$ cat src/rtl/light_package.sv
// light_package: light colours, controller states and shared timing helpers.
package light_package;
  typedef enum logic [1:0] {C_RED = 2'd0, C_YELLOW = 2'd1, C_GREEN = 2'd2} colors;
  typedef enum logic [1:0] {ALLRED, GREEN, YELLOW} tlc_state_t;
  function automatic int max4(input int a, input int b, input int c, input int d);
    int m;
    m = a > b ? a : b;
    m = m > c ? m : c;
    return m > d ? m : d;
  endfunction
endpackage

$ cat src/rtl/tlc_rr_arbiter.sv
// tlc_rr_arbiter: picks the first requesting phase above ptr, wrapping modulo NUM_PHASES.
module tlc_rr_arbiter #(
  parameter int NUM_PHASES = 5
) (
  input  logic [NUM_PHASES-1:0]         req,
  input  logic [$clog2(NUM_PHASES)-1:0] ptr,
  output logic [$clog2(NUM_PHASES)-1:0] gnt,
  output logic                          vld
);
  localparam int PW = $clog2(NUM_PHASES);
  logic [PW-1:0] idx;
  // Scanning from the farthest candidate down leaves the nearest requester in gnt.
  always_comb begin
    gnt = ptr;
    idx = '0;
    vld = |req;
    for (int i = NUM_PHASES; i >= 1; i--) begin
      idx = PW'((int'(ptr) + i) % NUM_PHASES);
      if (req[idx]) gnt = idx;
    end
  end
endmodule

$ cat src/rtl/multi_phase_tlc.sv
// multi_phase_tlc: N-phase traffic controller with gap/max green timing and preemption.
module multi_phase_tlc
  import light_package::*;
#(
  parameter int NUM_PHASES = 5,
  parameter int YELLOW_CYC = 2,
  parameter int ALLRED_CYC = 1,
  parameter int GAP_CYC    = 5,
  parameter int MAX_CYC    = 10
) (
  input  logic                               clk,
  input  logic                               reset,
  input  logic [NUM_PHASES-1:0]              phase_req,
  input  logic                               preempt_req,
  input  logic [$clog2(NUM_PHASES)-1:0]      preempt_phase,
  output logic [NUM_PHASES-1:0][1:0]         phase_light,
  output logic [$clog2(NUM_PHASES)-1:0]      active_phase,
  output logic                               in_green
);
  localparam int PW = $clog2(NUM_PHASES);
  localparam int CW = $clog2(max4(YELLOW_CYC, ALLRED_CYC, GAP_CYC, MAX_CYC)) + 1;
  tlc_state_t state;
  logic [PW-1:0] ptr, gnt;
  logic [CW-1:0] tmr, gap, mx;
  logic gnt_vld, pre_ok, own, others, run, gap_hit, max_hit, ready;
  tlc_rr_arbiter #(.NUM_PHASES(NUM_PHASES)) u_arb (
    .req(phase_req),
    .ptr(ptr),
    .gnt(gnt),
    .vld(gnt_vld)
  );
  assign pre_ok  = preempt_req && int'(preempt_phase) < NUM_PHASES;
  assign own     = phase_req[ptr];
  assign others  = |(phase_req & ~(NUM_PHASES'(1) << ptr));
  // The max counter is nonzero once started, so it doubles as its own run flag.
  assign run     = mx != '0 || others;
  assign gap_hit = !own && gap + CW'(1) == CW'(GAP_CYC);
  assign max_hit = run && mx + CW'(1) == CW'(MAX_CYC);
  assign ready   = tmr + CW'(1) >= CW'(ALLRED_CYC);
  always_ff @(posedge clk) begin
    if (reset) begin
      state <= ALLRED;
      ptr   <= PW'(NUM_PHASES - 1);
      tmr   <= '0;
      gap   <= '0;
      mx    <= '0;
    end else begin
      case (state)
        ALLRED: begin
          if (ready && (pre_ok || gnt_vld)) begin
            state <= GREEN;
            ptr   <= pre_ok ? preempt_phase : gnt;
            tmr   <= '0;
            gap   <= '0;
            mx    <= '0;
          end else if (!ready) tmr <= tmr + CW'(1);
        end
        GREEN: begin
          if (pre_ok && preempt_phase != ptr) begin
            state <= YELLOW;
            tmr   <= '0;
          end else if (!pre_ok) begin
            gap <= own ? '0 : gap + CW'(1);
            mx  <= run ? mx + CW'(1) : mx;
            if (gap_hit || max_hit) begin
              state <= YELLOW;
              tmr   <= '0;
            end
          end
        end
        YELLOW: begin
          state <= tmr + CW'(1) == CW'(YELLOW_CYC) ? ALLRED : YELLOW;
          tmr   <= tmr + CW'(1) == CW'(YELLOW_CYC) ? '0 : tmr + CW'(1);
        end
        default: state <= ALLRED;
      endcase
    end
  end
  always_comb begin
    for (int p = 0; p < NUM_PHASES; p++)
      phase_light[p] = (state != ALLRED && ptr == PW'(p)) ? (state == GREEN ? C_GREEN : C_YELLOW) : C_RED;
  end
  assign active_phase = ptr;
  assign in_green     = state == GREEN;
endmodule

$ cat config.mk
export PLATFORM = sky130hd
export DESIGN_NAME = multi_phase_tlc
export DESIGN_NICKNAME = d
export VERILOG_FILES = /design/src/rtl/light_package.sv /design/src/rtl/tlc_rr_arbiter.sv /design/src/rtl/multi_phase_tlc.sv
export SDC_FILE = /design/constraint.sdc
export NUM_CORES = 1
export LEC_CHECK = 0
export CORE_MARGIN = 2
export CORE_UTILIZATION = 35
export DETAILED_ROUTE_END_ITERATION = 10
export SLEW_MARGIN = 40
export SYNTH_ARGS = -nofsm -noshare
export SYNTH_HDL_FRONTEND = slang
export SYNTH_SLANG_ARGS = --single-unit
$ cat constraint.sdc
create_clock -name clk -period 6.12 [get_ports clk]
set_clock_uncertainty 0.15 [all_clocks]
set_input_delay 1.224 -clock clk [delete_from_list [all_inputs] [get_ports clk]]
set_output_delay 1.224 -clock clk [all_outputs]
set_load 0.01 [all_outputs]
==> After elaboration in Yosys (flattened, before gate mapping) <==
Cells that the tools add are included.
{ "totals": {"reg_bits": 20} }
{ "classes": {"n_div": 5, "addsub": 8, "bitwise_logic": 2, "reduce_logical": 28, "n_mux": 46, "n_shift": 1, "magnitude_cmp": 8, "eq_ne": 17} }
{ "ops": {"columns": ["cell", "n"], "rows": [
  ["$mod A32 B4 Y32 const B", 5],
  ["$mux W5", 13],
  ["$lt A3 B4 Y1 const B", 6],
  ["$mux W2", 11],
  ["$pmux W5 S2", 2],
  ["$bmux W1 S3", 6],
  ["$mux W3", 6],
  ["$add A5 B1 Y5 const B", 3],
  ["$pmux W5 S3", 1],
  ["$logic_and A1 B1 Y1", 10],
  ["$reduce_or A5 Y1", 2],
  ["$add A3 B2 Y4 const B", 2],
  ["$add A3 B3 Y4 const B", 2],
  ["$reduce_and A4 Y1", 2],
  ["$eq A3 B2 Y1 const B", 2],
  ["$mux W1", 6],
  ["$ne A2 B2 Y1 const B", 3],
  ["$pmux W2 S3", 1],
  ["$reduce_and A3 Y1", 2],
  ["$reduce_bool A6 Y1", 1],
  ["$and A5 B5 Y5", 1],
  ["$eq A5 B2 Y1 const B", 1],
  ["$eq A5 B3 Y1 const B", 1],
  ["$eq A5 B4 Y1 const B", 1],
  ["22 further kinds", 25]
]} }

==> Logic depth before layout (Yosys ltp) <==
Gate-level depths: netlist of run 1.
{ "depth": {"word_depth": 11, "ltp_mapped": 20, "ltp_nobuf": 17} }

==> Cells and area by module <==
From an unflattened synthesis of run 1, not the netlist that was laid out.
{ "hier_totals": {"cells_unflattened": 445, "hier_area_um2": 3455.8} }
{ "modules_own_cells": {"columns": ["module", "area_each_um2", "cells_each", "instances"], "rows": [
  ["multi_phase_tlc", 1747.9, 218, 1],
  ["tlc_rr_arbiter", 1707.9, 227, 1]
]} }

==> Worst setup path after synthesis of run 1 <==
No wires, ideal clock.
{ "synth_path": {"kind": "flip-flop to flip-flop", "from": "reg ptr[1], in the netlist active_phase[1]", "to": "reg ptr[0], in the netlist active_phase[0]", "arrival_time_ps": 4392, "slack_ps": 1487, "path_stages_with_launch": 19, "n_path_buf": 2, "period_less_slack_ps": 4633, "t_required_ps": 5879, "setup_ps": 91, "path_cell_list": "dfxtp_1 clkbuf_1 inv_1 ha_1 clkbuf_1 o21ai_1 nand2_1 xnor2_1 ha_1 fa_1 a21boi_1 nand3_1 mux2_2 or3_1 a32o_1 nand2_1 o41a_1 nor2_1 a311oi_1"} }
{ "synth_between": {"elab_chain_len": 9, "word_cells_on_any_way": 28} }
{ "synth_lines": {"columns": ["element", "line_no", "text"], "rows": [
  ["start: declaration", "multi_phase_tlc.sv:23", "logic [PW-1:0] ptr, gnt;"],
  ["start signal: assignment", "multi_phase_tlc.sv:43", "ptr <= PW'(NUM_PHASES - 1);"],
  ["start signal: assignment", "multi_phase_tlc.sv:52", "ptr <= pre_ok ? preempt_phase : gnt;"],
  ["$add A3 B3 Y4", "tlc_rr_arbiter.sv:18", "idx = PW'((int'(ptr) + i) % NUM_PHASES);"],
  ["$mod A32 B4 Y32", "tlc_rr_arbiter.sv:18", null],
  ["$bmux W1 S3", "tlc_rr_arbiter.sv:19", "if (req[idx]) gnt = idx;"],
  ["$mux W1 (implied by the code)", "tlc_rr_arbiter.sv:19", null],
  ["$mux W3 (4 in a row)", "tlc_rr_arbiter.sv:19", null],
  ["$mux W3", "multi_phase_tlc.sv:52", null]
]} }
Several ways; a longest one is shown, not always the timed one. The select of a mux whose other input is x is not followed.
A chain may end at the register's enable or synchronous reset.

==> Worst setup path in the final report of run 1 <==
{ "layout_path": {"from": "reg ptr[0], in the netlist active_phase[0]", "to": "reg ptr[2], in the netlist active_phase[2]"} }
Same word-level chain as after synthesis.

==> results of run 1 <==
-- kinds of logic (layout without fill, tap and decap cells) --
logic type               after synthesis  after routing  share of synthesized area [%]
XOR/XNOR                              14             14                           3.70
multiplexers                          23             23                           8.26
flip-flops                            20             20                           12.1
AO/OA/AOI/OAI                        131            131                           26.2
adder cells (fa/ha/maj)               40             40                           15.3
buffers and inverters                 60             65                           7.47
AND/OR/NAND/NOR                      173            173                           27.0
-- cell usage in the layout (no fill, tap or decap), types with 4 or more instances in the layout --
| cell type | netlist | routed |
|---|---|---|
| nand2_1 | 37 | 37 |
| a31oi_1 | 5 | 5 |
| nor4_1 | 6 | 6 |
| a21oi_1 | 37 | 37 |
| o32ai_1 | 4 | 4 |
| mux2_2 | 4 | 4 |
| ha_1 | 39 | 39 |
| nand2b_1 | 7 | 7 |
| xor2_1 | 7 | 7 |
| o21ai_0 | 26 | 26 |
| dfxtp_1 | 20 | 20 |
| o21ai_1 | 4 | 4 |
| and2_1 | 6 | 6 |
| o221ai_1 | 4 | 4 |
| nor2_1 | 45 | 45 |
| or4_1 | 4 | 4 |
| o31ai_1 | 5 | 5 |
| nor2b_1 | 6 | 6 |
| clkdlybuf4s50_1 | 0 | 23 |
| xnor2_1 | 7 | 7 |
| o211ai_1 | 7 | 7 |
| nor3_1 | 14 | 14 |
| inv_1 | 31 | 31 |
| and3_1 | 11 | 11 |
| buf_4 | 2 | 4 |
| nand3_1 | 11 | 11 |
| a211oi_1 | 5 | 5 |
| nand3b_1 | 4 | 4 |
| mux2i_1 | 15 | 15 |
-- path summary, 6_finish.rpt --
check                               start                      endpoint  slack [ns]  depth (start not counted)
max          active_phase[0]$_SDFFE_PP0P_  active_phase[2]$_SDFFE_PP1P_        1.01                         13
min                    mx[1]$_SDFFE_PP0P_            mx[1]$_SDFFE_PP0P_        0.35                          2
max reg2reg  active_phase[0]$_SDFFE_PP0P_  active_phase[2]$_SDFFE_PP1P_        1.01                         13
min reg2reg            mx[1]$_SDFFE_PP0P_            mx[1]$_SDFFE_PP0P_        0.35                          2
-- area by class of cell --
cell class	count	area, µm²	area share [%]
Inverter	33	124	3.35
Timing Repair Buffer	28	265	7.18
Tap cell	129	161	4.37
Sequential cell	20	400	10.8
Clock inverter	1	30.0	0.813
Multi-Input combinational cell	381	2670	72.3
Clock buffer	3	41.3	1.12
-- power breakdown --
| part | switching, mW | internal (mW) | total, mW |
|---|---|---|---|
| combinational | 1.06 | 0.718 | 1.77 |
| clock | 0.0482 | 0.0873 | 0.136 |
| sequential | 0.0267 | 0.153 | 0.179 |
-- worst min-delay path, delay by kind of cell (launching register included) --
kind | cells | cell delay (ns)
flops | 1 | 0.34
simple gates | 1 | 0.06
compound gates | 1 | 0.05
-- routing by layer --
metal | GRT usage, % | wire [µm] | vias up
met5 | 0 | 0 | -
met4 | 4.68 | 142 | 0
met3 | 1.79 | 334 | 12
met2 | 32.3 | 4520 | 71
met1 | 23.3 | 4160 | 1585
li1 | - | - | 1690
-- through the flow --
| stage | worst slack, ns | cell area (µm²) | hold slack, ns | util, % |
|---|---|---|---|---|
| 2_1_floorplan | 1.49 | 3320 | 0.309 | - |
| 5_1_grt | 0.520 | 3690 | 0.380 | 40.0 |
| 4_1_cts | 1.05 | 3700 | 0.352 | 40.0 |
| 6_report | 1.01 | 3690 | 0.350 | 40.0 |
| 3_3_place_gp | 1.14 | 3630 | 0.322 | 39.2 |
| 3_5_place_dp | 1.07 | 3630 | 0.339 | 39.2 |
-- state kept, by name, indices dropped and copies added (netlist names) --
signal / count
mx: 5
state: 2
gap: 5
active_phase: 3
tmr: 5
==> results.md, run 1 <==
* Outcome: finished, final reports clean
* Via Count at 3,358
* Async set-reset flop share out of synthesis at 0%
* H-tree levels at 1
* Most used cell, CP: ha_1
* Crit path kind: reg -> reg
* Die Wd at 101 µm
* Post-Place Cells at 591
* Routed Antenna Nets at 0
* Crit path largest cell delay at 0.75 ns
* Power per cell area at 566 nW/µm²
* Area growth, synth to finish at 11.3%
* Worst path cell trace: buf_4 -> inv_1 -> ha_1 -> clkinv_1 -> xnor2_1 -> ha_1 -> nor2b_1 -> o21ai_1 -> mux2i_1 -> and3_1 -> or4_1 -> o41a_1 -> o31a_1
* P_leak at 1.47 nW
* Most used DFF post-synth: dfxtp_1
* Dpl hpwl at 6.78 mm
* Final WL at 9.15 mm
* Vias in the first global route at 3,186
* Die area at 10,300 µm²
* Largest net degree at the start of global routing at 31
* Final nets at 518
* Die Height at 101 µm
* Leading area contributor after synthesis: ha_1
* First-pass GRT wire length at 15.4 mm
* Initial Utilization at 35.9%
* Max-slew violations at 0
* Arrival @ worst endpoint at 5.13 ns
* EDFF count, synth at 0
* Power Total at 2.09 mW
* Total Routing Usage GR at 18.1%
* Critical-path top delay cell: ha_1
* WL/cell at 15.4 µm
* Vias per cell at 5.64
* Worst-Skew Late Latency at 0.26 ns
* Clock Path Buffers at 2
* Max transition margin at 55.6%
* # DRC at 0
* Final Hold Fails at 0
* Sequential cell area fraction in the yosys report at 12.1%
* Area contributors post-synth: ha_1 (15%), dfxtp_1 (12%), a21oi_1 (5.6%), nor2_1 (5.1%), mux2i_1 (4.5%)
* Core region area at 9240 µm²
* # hold bufs at CTS at 0
* Worst Path Buf+Inv at 3
* Fin cells at 595
* Hold WC Path Type: reg -> reg
* Yosys reg bits at 20
* Yosys warns at 0
* ANT cells at 0
* Drt first pass iters at 5
* Count leader, synth: nor2_1
* Worst Setup End Kind: flip-flop
* Startpoint Class: flip-flop
* Post-synth cell types at 71
* CTS tree: done
* Syn Inst Count at 461
* Synthesized area at 3320 µm²
* Input/output buffers at 24
* Initial antenna violation count at 0
* Post-synth top cells: nor2_1 (45), ha_1 (39), a21oi_1 (37), nand2_1 (37), inv_1 (31)
* Setup violators final at 0
* Max cap viols at 0
* FILL cells at 969
* Maximum clock frequency at 0.196 GHz
* Total grt overflow at 0
* Worst Path Required at 6.13 ns
* Measured slew at the worst slew-check pin at 0.663 ns
* Top cell type's share of synthesized area at 14.7%
* Crit path max-delay family: buffers and inverters
* CTS Buf Count at 3
* Avg Synthesized Cell Area at 7.20 µm²
* Worst vdd ir at 0.175 mV
* Crit Path Max Fanout at 30
* Post-CTS setup buffer count at 0
* Initial DRC Count at 228
* Sink Count at 20
* CTS root buf: clkbuf_8
* Syn Nets at 512
* Final min period at 5.11 ns
* Gp weighted congestion at 0.867
* Site Rows at 35
* Post-CTS sizing at 0
* Setup TNS at 0 ns
* IO Pins at 25
* Fraction of layout cells with a size suffix above 1 at 5.58%
* RSZ-0062 raised after global routing: false
* Period utilisation layout at 83.6%
* Clock Pin Slew Worst Setup and Hold Paths at 0.09 ns
No activity file was read; power rests on OpenSTA's default activity.
==> run 2: changes to the inputs <==
- clock period: 6.12 -> 4.2 ns (I/O delays scaled with it)
==> results.md, run 2 (synthesized netlist as in run 1, its figures left out) <==
* CTS tree: done
* Commonest non-fill, non-tap cells in the layout: nor2_1 (45), a21oi_1 (37), nand2_1 (36)
* Final WL at 9.85 mm (+7.7%)
* P_leak at 1.65 nW (+13%)
* Total grt overflow at 0 (unchanged)
* Initial Utilization at 35.9% (unchanged)
* Max cap viols at 0 (unchanged)
* Worst Setup End Kind: flip-flop
* # DRC at 0 (unchanged)
* Reg2reg end: active_phase[1]$_SDFFE_PP0P_
* First-pass GRT wire length at 16.1 mm (+5.0%)
* Fin cells at 626 (+5.2%)
* Worst Path Required at 4.22 ns (-1.91 ns)
* Power Total at 3.54 mW (+69%)
* Sink Count at 20 (unchanged)
* Max-slew violations at 0 (unchanged)
* Setup slack, reg-to-reg at 0.17 ns (-0.83 ns)
* IO Pins at 25 (unchanged)
* RR Startpoint: active_phase[1]$_SDFFE_PP0P_
* Vias per cell at 5.65 (+0.11%)
* H-tree levels at 1 (unchanged)
* Final min period at 4.03 ns (-1.09 ns)
* Reg2Reg Depth at 17 (+4)
* # hold bufs at CTS at 0 (unchanged)
* Clock Path Buffers at 2 (unchanged)
* Site Rows at 35 (unchanged)
* Crit path from: active_phase[1]$_SDFFE_PP0P_
* Clock Pin Slew Worst Setup and Hold Paths at 0.08 ns (about the same)
* Vias in the first global route at 3,343 (+4.9%)
* Startpoint Class: flip-flop
* Hold WC Path Type: reg -> reg
* Leading registers by flop count: gap: 5 flops, mx: 5 flops, tmr: 5 flops
* Setup TNS at 0 ns (unchanged)
* Input/output buffers at 24 (unchanged)
* Period utilisation layout at 95.9% (+12 points)
* Fraction of layout cells with a size suffix above 1 at 17.1% (+12 points)
* Worst-Skew Late Latency at 0.26 ns (about the same)
* Maximum clock frequency at 0.248 GHz (+27%)
* Largest net degree at the start of global routing at 29 (-6.5%)
* Die Height at 101 µm (unchanged)
* Measured slew at the worst slew-check pin at 0.587 ns (-0.0766 ns)
* Finished Core Util at 44.3% (+4.4 points)
* Initial DRC Count at 202 (-11%)
* Power per cell area at 864 nW/µm² (+53%)
* Critical path destination: active_phase[1]$_SDFFE_PP0P_
* Arrival @ worst endpoint at 4.05 ns (-1.08 ns)
* Outcome: finished, final reports clean
* Die area at 10,300 µm² (unchanged)
* Via Count at 3,537 (+5.3%)
* Worst vdd ir at 0.292 mV (+67%)
* Total Routing Usage GR at 19.1% (+0.99 points)
* ANT cells at 0 (unchanged)
* Drt first pass iters at 6 (+1)
* Routed Antenna Nets at 0 (unchanged)
* Hold wc startpoint: mx[3]$_SDFFE_PP0P_
* Gp weighted congestion at 0.900 (+3.8%)
* Post-Place Cells at 612 (+3.6%)
* Most common cell after layout, fill and taps aside: nor2_1
* Dpl hpwl at 7.44 mm (+9.8%)
* CTS Buf Count at 3 (unchanged)
* Final nets at 549 (+6.0%)
* Initial antenna violation count at 0 (unchanged)
* Area growth, synth to finish at 23.4%
* Final Hold Fails at 0 (unchanged)
* Die Wd at 101 µm (unchanged)
* Crit path kind: reg -> reg
* Setup violators final at 0 (unchanged)
* CTS root buf: clkbuf_8
* WL/cell at 15.7 µm (+2.3%)
* Crit Path Max Fanout at 7 (-77%)
* Core region area at 9240 µm² (unchanged)
* Max transition margin at 60.9% (+5.2 points)
## run 2: stage by stage
step	worst slack, ns	hold WS [ns]	cell area (µm²)
after global routing	-0.00449	0.386	4100
after CTS	0.0207	0.355	3920
after floorplan	0.00867	0.309	3410
after detailed placement	0.0545	0.343	3860
after global placement	0.151	0.321	3860
final	0.172	0.348	4100
## run 2: where the power goes
part	internal (mW)	leakage, nW	total, mW	switching [mW]
Clock	0.103	0.0339	0.176	0.0729
Combinational	1.37	1.46	3.09	1.72
Sequential	0.227	0.164	0.267	0.0393
Total	1.71	1.65	3.54	1.83
## run 2: worst max-delay path, cell delays in order (launching register included)
cell,delay (ns)
dfxtp_4,0.40
clkinvlp_4,0.20
ha_4,0.31
o21ai_4,0.16
nand2_1,0.12
xnor2_2,0.15
ha_1,0.19
fa_1,0.35
a21boi_1,0.16
nand3_2,0.12
mux2_4,0.32
or3_1,0.31
a32o_1,0.29
nand2_2,0.10
o41a_1,0.27
buf_4,0.15
nand2_1,0.04
o32ai_1,0.11
## run 2: layout make-up
class | count | area [µm²]
Multi-Input combinational cell | 381 | 2830
Timing Repair Buffer | 59 | 495
Fill cell | 928 | 5140
Sequential cell | 20 | 409
Clock buffer | 4 | 66.3
Tap cell | 129 | 161
Inverter | 33 | 130
## run 2: timing repair
item | CTS | global route
gates resized for setup | 0 | 21
setup buffers | 0 | 10
setup endpoints to repair | 0 | 3
## run 2: worst min-delay path by stage
stage / to / slack, ns / cells after the start
after CTS: mx[3]$_SDFFE_PP0P_ / 0.36 / 2
after global routing: mx[1]$_SDFFE_PP0P_ / 0.39 / 2
after floorplan: gap[4]$_SDFFE_PP0P_ / 0.31 / 2
after detailed placement: mx[3]$_SDFFE_PP0P_ / 0.34 / 2
final: mx[3]$_SDFFE_PP0P_ / 0.35 / 2
after global placement: gap[4]$_SDFFE_PP0P_ / 0.32 / 2
## run 2: metal layers
metal  global-route usage, %  up-vias  wire, µm
met1                    25.8     1670      4560
met2                    32.5       99      4680
met4                    5.30        0       160
met3                    1.66       14       444
met5                       0        -         0
li1                        -     1754         -
